File: src/rtl/neuron_pkg.sv
// neuron_pkg: widths, saturation limit and state encoding shared by the LIF neuron blocks.
package neuron_pkg;
  localparam int IN_WIDTH = 11;
  localparam int V_WIDTH = 12;
  localparam logic [V_WIDTH-1:0] V_MAX = 12'd4095;
  typedef enum logic [1:0] {INTEGRATE, FIRE, REFRACT} state_t;
endpackage

File: src/rtl/lif_update.sv
// lif_update: one timestep of leak plus input current, saturated to the membrane range.
module lif_update
  import neuron_pkg::*;
#(
  parameter int LEAK_SHIFT = 3
) (
  input  logic [V_WIDTH-1:0]  v_mem,
  input  logic [IN_WIDTH-1:0] in_current,
  output logic [V_WIDTH-1:0]  v_next
);
  logic [V_WIDTH:0] sum;
  always_comb begin
    sum = {1'b0, v_mem} - {1'b0, v_mem >> LEAK_SHIFT} + {2'b00, in_current};
    v_next = sum[V_WIDTH] ? V_MAX : sum[V_WIDTH-1:0];
  end
endmodule

File: src/rtl/lif_membrane.sv
// lif_membrane: leaky integrate-and-fire neuron with refractory period and dropped-input counter.
module lif_membrane
  import neuron_pkg::*;
#(
  parameter logic [V_WIDTH-1:0] THRESH = 12'd1000,
  parameter int LEAK_SHIFT = 3,
  parameter int REFRAC_CYCLES = 4
) (
  input  logic                clk,
  input  logic                rst,
  input  logic                in_valid,
  input  logic [IN_WIDTH-1:0] in_current,
  output logic [V_WIDTH-1:0]  v_mem,
  output logic                spike,
  output logic                refractory,
  output logic [7:0]          drop_cnt
);
  localparam int CW = REFRAC_CYCLES > 1 ? $clog2(REFRAC_CYCLES + 1) : 1;
  state_t state_q, state_d;
  logic [V_WIDTH-1:0] v_q, v_d, v_next;
  logic [CW-1:0] cnt_q, cnt_d;
  logic [7:0] drop_q, drop_d;
  logic fire;
  lif_update #(.LEAK_SHIFT(LEAK_SHIFT)) u_update (
    .v_mem(v_q),
    .in_current(in_current),
    .v_next(v_next)
  );
  always_comb begin
    state_d = state_q;
    v_d = v_q;
    cnt_d = cnt_q;
    drop_d = (in_valid && state_q != INTEGRATE && drop_q != 8'hFF) ? drop_q + 8'd1 : drop_q;
    fire = v_next >= THRESH;
    if (state_q == INTEGRATE) begin
      v_d = in_valid ? (fire ? '0 : v_next) : v_q;
      state_d = (in_valid && fire) ? FIRE : INTEGRATE;
    end else if (state_q == FIRE) begin
      state_d = REFRAC_CYCLES == 0 ? INTEGRATE : REFRACT;
      cnt_d = CW'(REFRAC_CYCLES);
    end else begin
      cnt_d = cnt_q - CW'(1);
      state_d = cnt_q == CW'(1) ? INTEGRATE : REFRACT;
    end
  end
  always_ff @(posedge clk) begin
    if (rst) begin
      state_q <= INTEGRATE;
      v_q <= '0;
      cnt_q <= '0;
      drop_q <= '0;
    end else begin
      state_q <= state_d;
      v_q <= v_d;
      cnt_q <= cnt_d;
      drop_q <= drop_d;
    end
  end
  assign v_mem = v_q;
  assign spike = state_q == FIRE;
  assign refractory = state_q != INTEGRATE;
  assign drop_cnt = drop_q;
endmodule

File: config.mk
export PLATFORM = sky130hd
export DESIGN_NAME = lif_membrane
export DESIGN_NICKNAME = d
export VERILOG_FILES = /design/src/rtl/neuron_pkg.sv /design/src/rtl/lif_update.sv /design/src/rtl/lif_membrane.sv
export SDC_FILE = /design/constraint.sdc
export NUM_CORES = 1
export LEC_CHECK = 0
export CORE_MARGIN = 10
export CORE_UTILIZATION = 40
export CTS_CLUSTER_SIZE = 40
export DETAILED_ROUTE_END_ITERATION = 7
export PLACE_DENSITY_LB_ADDON = 0.08
export SLEW_MARGIN = 20
export SYNTH_ARGS = -nofsm -noshare
export SYNTH_HDL_FRONTEND = slang
export SYNTH_SLANG_ARGS = --single-unit
File: constraint.sdc
create_clock -name clk -period 6.41 [get_ports clk]
set_input_delay 1.923 -clock clk [delete_from_list [all_inputs] [get_ports clk]]
set_output_delay 1.923 -clock clk [all_outputs]
set_load 0.05 [all_outputs]
==> flow_summary.ini, run 1 <==
[run_status]
status = complete, no violations

[critical_path]
critical_path_class = in -> reg
crit_chain = clkdlybuf4s50_1 > inv_1 > fa_1 > fa_1 > nor2b_4 > o2111ai_2 > a311oi_2 > a221oi_1 > xnor2_1 > nand4_4 > o21ai_2
reg2regPathDepth = 11
critPathCapture = v_mem[4]
cpPeakStageDelay_ns = 0.52
worstPathMaxFanout = 10
critPathLaunch = in_current[1]
end_kind = flop
r2r-end = v_mem[4]
required_ns = 6.61
rr_startpoint = v_mem[7]
cp_common_cell = fa_1
crit_slowest_cell = fa_1
r2r_setup_slack_ns = 3.21
start_kind = primary input
worstPathArrival_ns = 5.06

[synth]
synthDistinctLibCells = 50
yosys.cell_count.top_type = inv_1
syn_area_per_cell_sq_um = 8.41
ys_seq_area_share_pct = 24.9
syn_inst = 239
ys.flop_type = dfxtp_1
synthSimpleGateAreaFrac_pct = 16.2
yosys_warnings = 0
synthXorXnorAreaFrac_pct = 5.66
synthesis.area_sq_mm = 0.00201
synth_fa_ha_area_share_pct = 20.2
synth_common_cells = inv_1 (55), dfxtp_1 (25), ha_1 (18)
synthTopCellsByArea = dfxtp_1 (25%), ha_1 (11%), inv_1 (10%)
async_flop_share_pct = 0
synth_top_family_by_area = compound AO/OA/AOI/OAI gates
syn-num-nets = 280
synth-compound-area-share_pct = 20.7
yosysTopAreaCell = dfxtp_1
synth-seq-cells = 25
synth.mux.area_fraction_pct = 1.49
synth_edf_count = 0
synth_top_area_share_pct = 24.9

[drt]
drt_iter0_markers = 42
wl_met2_um = 1960
top_layer_used = met4
wl_met1_um = 2160
via_per_inst = 4.72
drtPass1Iterations = 4
vias = 1613
drc = 0
wl_um = 4310
ant_nets = 0
wl_per_cell_um = 12.6
wl_met3_um = 153

[layout]
syn_to_final_growth_pct = 23.2
instances_no_fill = 342
diodes = 0
fin_nets = 317
drive_gt1_share_pct = 10.5
fin_area_sq_mm = 0.00248

[place]
place_hpwl_um = 3520
io_buffers = 35
dp.cells = 338
place.gp.congestion = 0.806
placed_area_sq_mm = 0.00243

[worst_hold_path]
hp-class = reg -> reg
hold_depth = 2

[cts]
clock_latency_ns = 0.26
ctsHoldBuffers = 0
cts_setup_buffers = 0
cts_max_path_buffers = 2
post_cts_resized = 0
htreeDepth = 1
cts_tree = done
cts_root_buffer = clkbuf_8
path_clk_slew_ns = 0.08
clock_sinks = 25
cts_made_buffers = 3

[power]
power_switching_share_pct = 37.3
powerDensity_mw_per_mm2 = 189
combPwrFrac_pct = 44.3
sequentialPowerShare_pct = 36.3
power_switching_mw = 0.175
ir_drop_uv = 69.5
p_clk_share_pct = 19.3
intPower_mw = 0.293
p_leak_nw = 1.06

[floorplan]
die_area_sq_mm = 0.00826
coreArea_sq_mm = 0.00479
num_rows = 25
initial_core_util_pct = 42.0
top_level_ports = 36
die_y_um = 90.9
fp.dieW_um = 90.9

[sta]
hold_viol_final = 0
fin_crit_ns = 4.86
slew_headroom_pct = 41.1
clock.fmax_ghz = 0.206
timing.final.crit_share_pct = 75.9
tightest_slew_ns = 0.883
rsz0062_at_grt = no
setup_viol = 0
slew_viol_final = 0
skew_ns = 0.00212
fin_tns_setup_ns = 0

[global_route]
grt_first_pass_wirelength_um = 7580
antenna_found_initial = 0
grt_max_degree = 16
grt_pass1_vias = 1580
overflow = 0
grt.total_usage_pct = 10.7

[run]
maxCapViolCount = 0
-- critical path, delay by kind of cell --
kind | cells | cell delay (ns)
fa+ha+maj | 2 | 1.04
compound gates | 4 | 0.86
buf+inv | 2 | 0.50
simple gates | 2 | 0.43
xor+xnor | 1 | 0.30
-- power groups by stage --
stage	Combinational (mW)	Sequential [mW]	Clock [mW]
after floorplan	0.149	0.183	0
after global placement	0.207	0.174	0
after detailed placement	0.207	0.173	0
after CTS	0.208	0.170	0.0944
after global routing	0.231	0.171	0.100
final	0.207	0.170	0.0903
-- worst min-delay path by stage --
stage          endpoint      from  slack (ns)
2_1_floorplan  cnt_q[2]  cnt_q[2]        0.44
3_3_place_gp   v_mem[0]  v_mem[0]        0.47
3_5_place_dp   v_mem[0]  v_mem[0]        0.47
4_1_cts        v_mem[0]  v_mem[0]        0.49
5_1_grt        cnt_q[2]  cnt_q[2]        0.52
6_report       v_mem[0]  v_mem[0]        0.48
-- final cells by class --
cell class / instances / area (sq um)
Fill cell: 468 / 2310
Tap cell: 67 / 83.8
Sequential cell: 25 / 500
Timing Repair Buffer: 35 / 350
Inverter: 55 / 206
Multi-Input combinational cell: 156 / 1290
Clock buffer: 4 / 45.0
-- state kept, by name, indices dropped and copies added (netlist names) --
name and count:
drop_cnt 8, cnt_q 3, state_q 2, v_mem 12
-- cell usage in the layout, fill, tap and decap left out, types with 2 or more instances in the layout --
cell type	count
nor3_1	2
dfxtp_1	25
nand2b_1	2
o21ai_2	10
o221a_2	2
xnor2_1	7
inv_1	55
clkbuf_8	3
nand2_1	16
or3_1	3
a21oi_1	6
a21o_1	4
and2_1	3
or2_2	2
ha_1	18
mux2i_1	3
a311oi_1	2
o21ai_0	6
fa_1	9
nor2_1	17
nand3_1	8
xor2_1	6
o211ai_1	4
clkdlybuf4s50_1	35
-- logic make-up (layout without fill, tap and decap cells) --
logic type | count (synthesis) | count (layout)
buffers and inverters | 58 | 94
adders and majority gates | 27 | 27
xor gates and xnor gates | 13 | 13
muxes | 3 | 3
DFF | 25 | 25
and+or+nand+nor | 62 | 62
AOI/OAI and AO/OA | 51 | 51
-- through the flow --
| stage | setup WS, ns | power [mW] | hold WS (ns) | utilization, % |
|---|---|---|---|---|
| floorplan | 1.96 | 0.332 | 0.443 | - |
| global placement | 1.27 | 0.381 | 0.467 | 50.8 |
| detailed placement | 1.23 | 0.380 | 0.474 | 50.8 |
| CTS | 1.52 | 0.473 | 0.487 | 51.8 |
| global route | 1.37 | 0.503 | 0.516 | 51.8 |
| finish | 1.55 | 0.467 | 0.483 | 51.8 |
-- metal layers --
| layer | vias up | global-route usage (%) |
|---|---|---|
| met5 | - | 0 |
| met1 | 732 | 14.6 |
| met3 | 2 | 1.41 |
| met2 | 21 | 16.6 |
| li1 | 858 | - |
| met4 | 0 | 3.92 |
No activity file was read; power rests on OpenSTA's default activity.
==> run 2: changes to the inputs <==
==> constraint.sdc (replaced) <==
create_clock -name clk -period 4.3 [get_ports clk]
set_input_delay 1.29 -clock clk [delete_from_list [all_inputs] [get_ports clk]]
set_output_delay 1.29 -clock clk [all_outputs]
set_load 0.05 [all_outputs]
==> flow_summary.ini, run 2 (synthesized netlist as in run 1, its figures left out) <==
[run_status]
status = complete, no violations

[sta]
hold_viol_final = 0
skew_ns = 0.00335
tightest_slew_ns = 0.590
slew_headroom_pct = 60.5
fin_crit_ns = 4.13
fin_tns_setup_ns = 0
setup_viol = 0
clock.fmax_ghz = 0.242
timing.final.crit_share_pct = 96.0
slew_viol_final = 0

[drt]
drt_iter0_markers = 45
drtPass1Iterations = 4
via_per_inst = 4.69
drc = 0
ant_nets = 0
vias = 1699
wl_per_cell_um = 12.1
wl_um = 4380

[critical_path]
required_ns = 4.50
crit_slowest_cell = fa_1
cpPeakStageDelay_ns = 0.59
cp_common_cell = inv_1
worstPathMaxFanout = 5
end_kind = flop
start_kind = primary input
crit_chain = clkdlybuf4s50_1 > inv_1 > fa_1 > inv_1 > ha_1 > a211oi_2 > o31ai_2 > o21ba_2 > or3_1 > nand4_1 > buf_4 > nand4_4 > o21ai_2
critical_path_class = in -> reg
worstPathArrival_ns = 4.33

[cts]
cts_made_buffers = 3
htreeDepth = 1
cts_root_buffer = clkbuf_8
clock_latency_ns = 0.26
ctsHoldBuffers = 0
cts_tree = done
cts_max_path_buffers = 2
path_clk_slew_ns = 0.08
clock_sinks = 25

[layout]
syn_to_final_growth_pct = 31.5
fin_nets = 337
drive_gt1_share_pct = 16.9
largest_register_ffs = 12
instances_no_fill = 362
final_common_cell = inv_1
layout_common_cells = inv_1 (55), clkdlybuf4s50_1 (35), dfxtp_1 (25), buf_4 (19), ha_1 (18)
diodes = 0

[global_route]
grt_pass1_vias = 1560
grt_first_pass_wirelength_um = 7460
antenna_found_initial = 0
grt.total_usage_pct = 10.5
grt_max_degree = 16
overflow = 0

[floorplan]
die_area_sq_mm = 0.00826
top_level_ports = 36
fp.dieW_um = 90.9
num_rows = 25
coreArea_sq_mm = 0.00479
die_y_um = 90.9
initial_core_util_pct = 42.0

[worst_hold_path]
hp-class = reg -> reg

[power]
p_leak_nw = 1.15
powerDensity_mw_per_mm2 = 284
ir_drop_uv = 123

[run]
maxCapViolCount = 0

[place]
dp.cells = 355
place_hpwl_um = 3670
io_buffers = 35
place.gp.congestion = 0.795
[run 2: cell type report]
class                      instances  area (sq um)
multi-input combinational        157          1320
clock buffer                       4          45.0
timing repair buffer              54           493
sequential                        25           500
fill                             469          2140
inverter                          55           206
tap                               67          83.8
[run 2: timing repair]
action / 4_1_cts / 5_1_grt
hold endpoints to repair: 0 / 0
resized for setup: 0 / 3
buffers inserted: 0 / 2
setup endpoints to repair: 0 / 10
[run 2: worst paths after layout]
path	slack, ns	depth (start not counted)	startpoint	end
worst max register to register	1.26	11	v_mem[7]	v_mem[6]
worst min register to register	0.49	1	cnt_q[2]	cnt_q[2]
worst max-delay path	0.17	13	in_current[1]	v_mem[6]
worst min-delay path	0.49	1	cnt_q[2]	cnt_q[2]
[run 2: stage by stage]
stage / setup WS (ns) / power [mW] / hold WS, ns / instance area [sq um] / utilization (%)
2_1_floorplan: 0.485 / 0.495 / 0.443 / 2010 / -
3_3_place_gp: -0.133 / 0.610 / 0.468 / 2560 / 53.5
3_5_place_dp: -0.213 / 0.611 / 0.474 / 2560 / 53.5
4_1_cts: 0.0523 / 0.748 / 0.486 / 2610 / 54.4
5_1_grt: -0.00826 / 0.806 / 0.510 / 2650 / 55.3
6_report: 0.171 / 0.750 / 0.487 / 2650 / 55.3
[run 2: metal layers]
| layer | vias to the layer above | global-route usage, % | wire length [um] |
|---|---|---|---|
| li1 | 900 | - | - |
| met1 | 772 | 14.5 | 2160 |
| met2 | 25 | 16.2 | 2050 |
| met3 | 2 | 1.66 | 159 |
| met4 | 0 | 3.13 | 22 |
| met5 | - | 0 | 0 |
[run 2: worst max-delay path, delay by kind of cell]
family | cells | cell delay [ns]
compound gates | 4 | 0.88
fa+ha+maj | 2 | 0.88
buf+inv | 4 | 0.71
simple gates | 3 | 0.57
[run 2: power breakdown]
part           total, mW  leakage (nW)  switching [mW]  internal [mW]
clock network      0.138        0.0228          0.0717         0.0662
registers          0.252         0.203          0.0110          0.241
logic              0.360         0.923           0.193          0.167
total              0.750          1.15           0.276          0.474
==> run 3: changes to the inputs <==
--- a/config.mk
+++ b/config.mk
@@ -5,11 +5,14 @@
 export SDC_FILE = /design/constraint.sdc
 export NUM_CORES = 1
 export LEC_CHECK = 0
+export ABC_CLOCK_PERIOD_IN_PS = 4300
+export CORE_ASPECT_RATIO = 0.9
 export CORE_MARGIN = 10
 export CORE_UTILIZATION = 40
 export CTS_CLUSTER_SIZE = 40
 export DETAILED_ROUTE_END_ITERATION = 7
 export PLACE_DENSITY_LB_ADDON = 0.08
+export SETUP_SLACK_MARGIN = 0.15
 export SLEW_MARGIN = 20
 export SYNTH_ARGS = -nofsm -noshare
 export SYNTH_HDL_FRONTEND = slang
==> flow_summary.ini, run 3 (synthesized netlist as in run 1, its figures left out) <==
[run_status]
status = complete, no violations

[drt]
ant_nets = 0
drt_iter0_markers = 53
drtPass1Iterations = 4
wl_um = 4640
wl_per_cell_um = 12.8
via_per_inst = 4.76
drc = 0
vias = 1724

[layout]
syn_to_final_growth_pct = 35.5
fin_nets = 339
nFillCells = 459
instances_no_fill = 362
drive_gt1_share_pct = 20.5
diodes = 0
layout_common_cells = inv_1 (54), clkdlybuf4s50_1 (35), dfxtp_1 (25), buf_4 (20), nor2_1 (17)
largest_register_ffs = 12
final_common_cell = inv_1
fin_area_sq_mm = 0.00272

[critical_path]
critical-path-top-delay-family = simple AND/OR/NAND/NOR gates
required_ns = 4.50
start_kind = primary input
end_kind = flop
crit_slowest_cell = fa_1
worstPathArrival_ns = 4.22
critPathBufInv = 4
critical_path_class = in -> reg
cpPeakStageDelay_ns = 0.56
worstPathMaxFanout = 5
crit_chain = clkdlybuf4s50_1 > inv_1 > fa_1 > inv_1 > ha_1 > and2_1 > or2_1 > o21ba_2 > or3_1 > nand4_1 > buf_6 > nand4_4 > o21ai_2
cp_common_cell = inv_1

[sta]
tightest_slew_ns = 0.606
setup_viol = 0
slew_viol_final = 0
fin_crit_ns = 4.02
clock.fmax_ghz = 0.249
slew_headroom_pct = 59.4
timing.final.crit_share_pct = 93.4
hold_viol_final = 0
rsz0062_at_grt = no
skew_ns = 0.00644

[floorplan]
fp.dieW_um = 94.7
coreArea_sq_mm = 0.00486
initial_core_util_pct = 41.3
die_area_sq_mm = 0.00827
top_level_ports = 36
num_rows = 24
die_y_um = 87.3

[global_route]
grt_pass1_vias = 1554
overflow = 0
grt_first_pass_wirelength_um = 7690
grt_max_degree = 16
grt.total_usage_pct = 11.2
antenna_found_initial = 0

[place]
placed_area_sq_mm = 0.00256
dp.cells = 354
io_buffers = 35
place_hpwl_um = 3690
place.gp.congestion = 0.819

[worst_hold_path]
hp-class = reg -> reg

[cts]
cts_tree = done
cts_made_buffers = 3
cts_max_path_buffers = 2
ctsHoldBuffers = 0
htreeDepth = 1
clock_latency_ns = 0.26
cts_root_buffer = clkbuf_8
clock_sinks = 25
path_clk_slew_ns = 0.08

[power]
powerDensity_mw_per_mm2 = 286
p_leak_nw = 1.17
ir_drop_uv = 132

[run]
maxCapViolCount = 0
## run 3: worst paths after layout
path	start	to	slack, ns	depth (start not counted)
worst min-delay path	v_mem[0]	v_mem[0]	0.48	2
worst min register to register	v_mem[0]	v_mem[0]	0.48	2
worst max register to register	v_mem[7]	v_mem[2]	1.29	12
worst max-delay path	in_current[6]	v_mem[2]	0.28	13
## run 3: cell type report
type | instances | area, sq um | area share [%]
Sequential cell | 25 | 500 | 18.4
Multi-Input combinational cell | 157 | 1380 | 50.6
Timing Repair Buffer | 56 | 512 | 18.8
Inverter | 55 | 206 | 7.58
Clock inverter | 1 | 5.00 | 0.184
Tap cell | 65 | 81.3 | 2.99
Clock buffer | 3 | 41.3 | 1.52
## run 3: layer usage
| metal | track usage, % | share of wire (%) | up-vias | wire [um] |
|---|---|---|---|---|
| met1 | 16.3 | 50 | 788 | 2330 |
| met5 | 0 | 0 | - | 0 |
| met3 | 1.03 | 3.4 | 2 | 159 |
| li1 | - | - | 908 | - |
| met2 | 17.4 | 46 | 26 | 2130 |
| met4 | 2.04 | 0.50 | 0 | 23 |
## run 3: worst register-to-register path, cell delays in order, from the launching register on
cell and delay, ns:
dfxtp_1 0.46, inv_1 0.09, fa_1 0.51, inv_1 0.05
ha_1 0.31, a211oi_2 0.20, o21bai_1 0.17, a21o_1 0.23
a221oi_2 0.30, xnor2_1 0.15, buf_4 0.17, nand4_4 0.16
o21ai_2 0.16
## run 3: repair_timing
| action | 4_1_cts | 5_1_grt |
|---|---|---|
| endpoints found under the setup margin | 10 | 11 |
| gates resized for setup | 2 | 13 |
| pin swaps | 3 | 8 |
| setup buffers | 2 | 1 |
| gates cloned | 1 | 0 |
## run 3: metrics by stage
| stage | TNS [ns] | total power [mW] | utilization [%] | hold WS [ns] | setup slack [ns] |
|---|---|---|---|---|---|
| 3_5_place_dp | -2.11 | 0.615 | 52.7 | 0.468 | -0.217 |
| 3_3_place_gp | -1.41 | 0.617 | 52.7 | 0.469 | -0.145 |
| 6_report | 0 | 0.778 | 56.0 | 0.477 | 0.282 |
| 4_1_cts | 0 | 0.759 | 54.5 | 0.480 | 0.173 |
| 5_1_grt | 0 | 0.831 | 56.0 | 0.505 | 0.135 |
| 2_1_floorplan | 0 | 0.495 | - | 0.443 | 0.485 |
## run 3: power breakdown
| group | switching (mW) | internal, mW | total, mW |
|---|---|---|---|
| sequential | 0.0109 | 0.241 | 0.252 |
| clock | 0.0726 | 0.0646 | 0.137 |
| combinational | 0.205 | 0.183 | 0.388 |
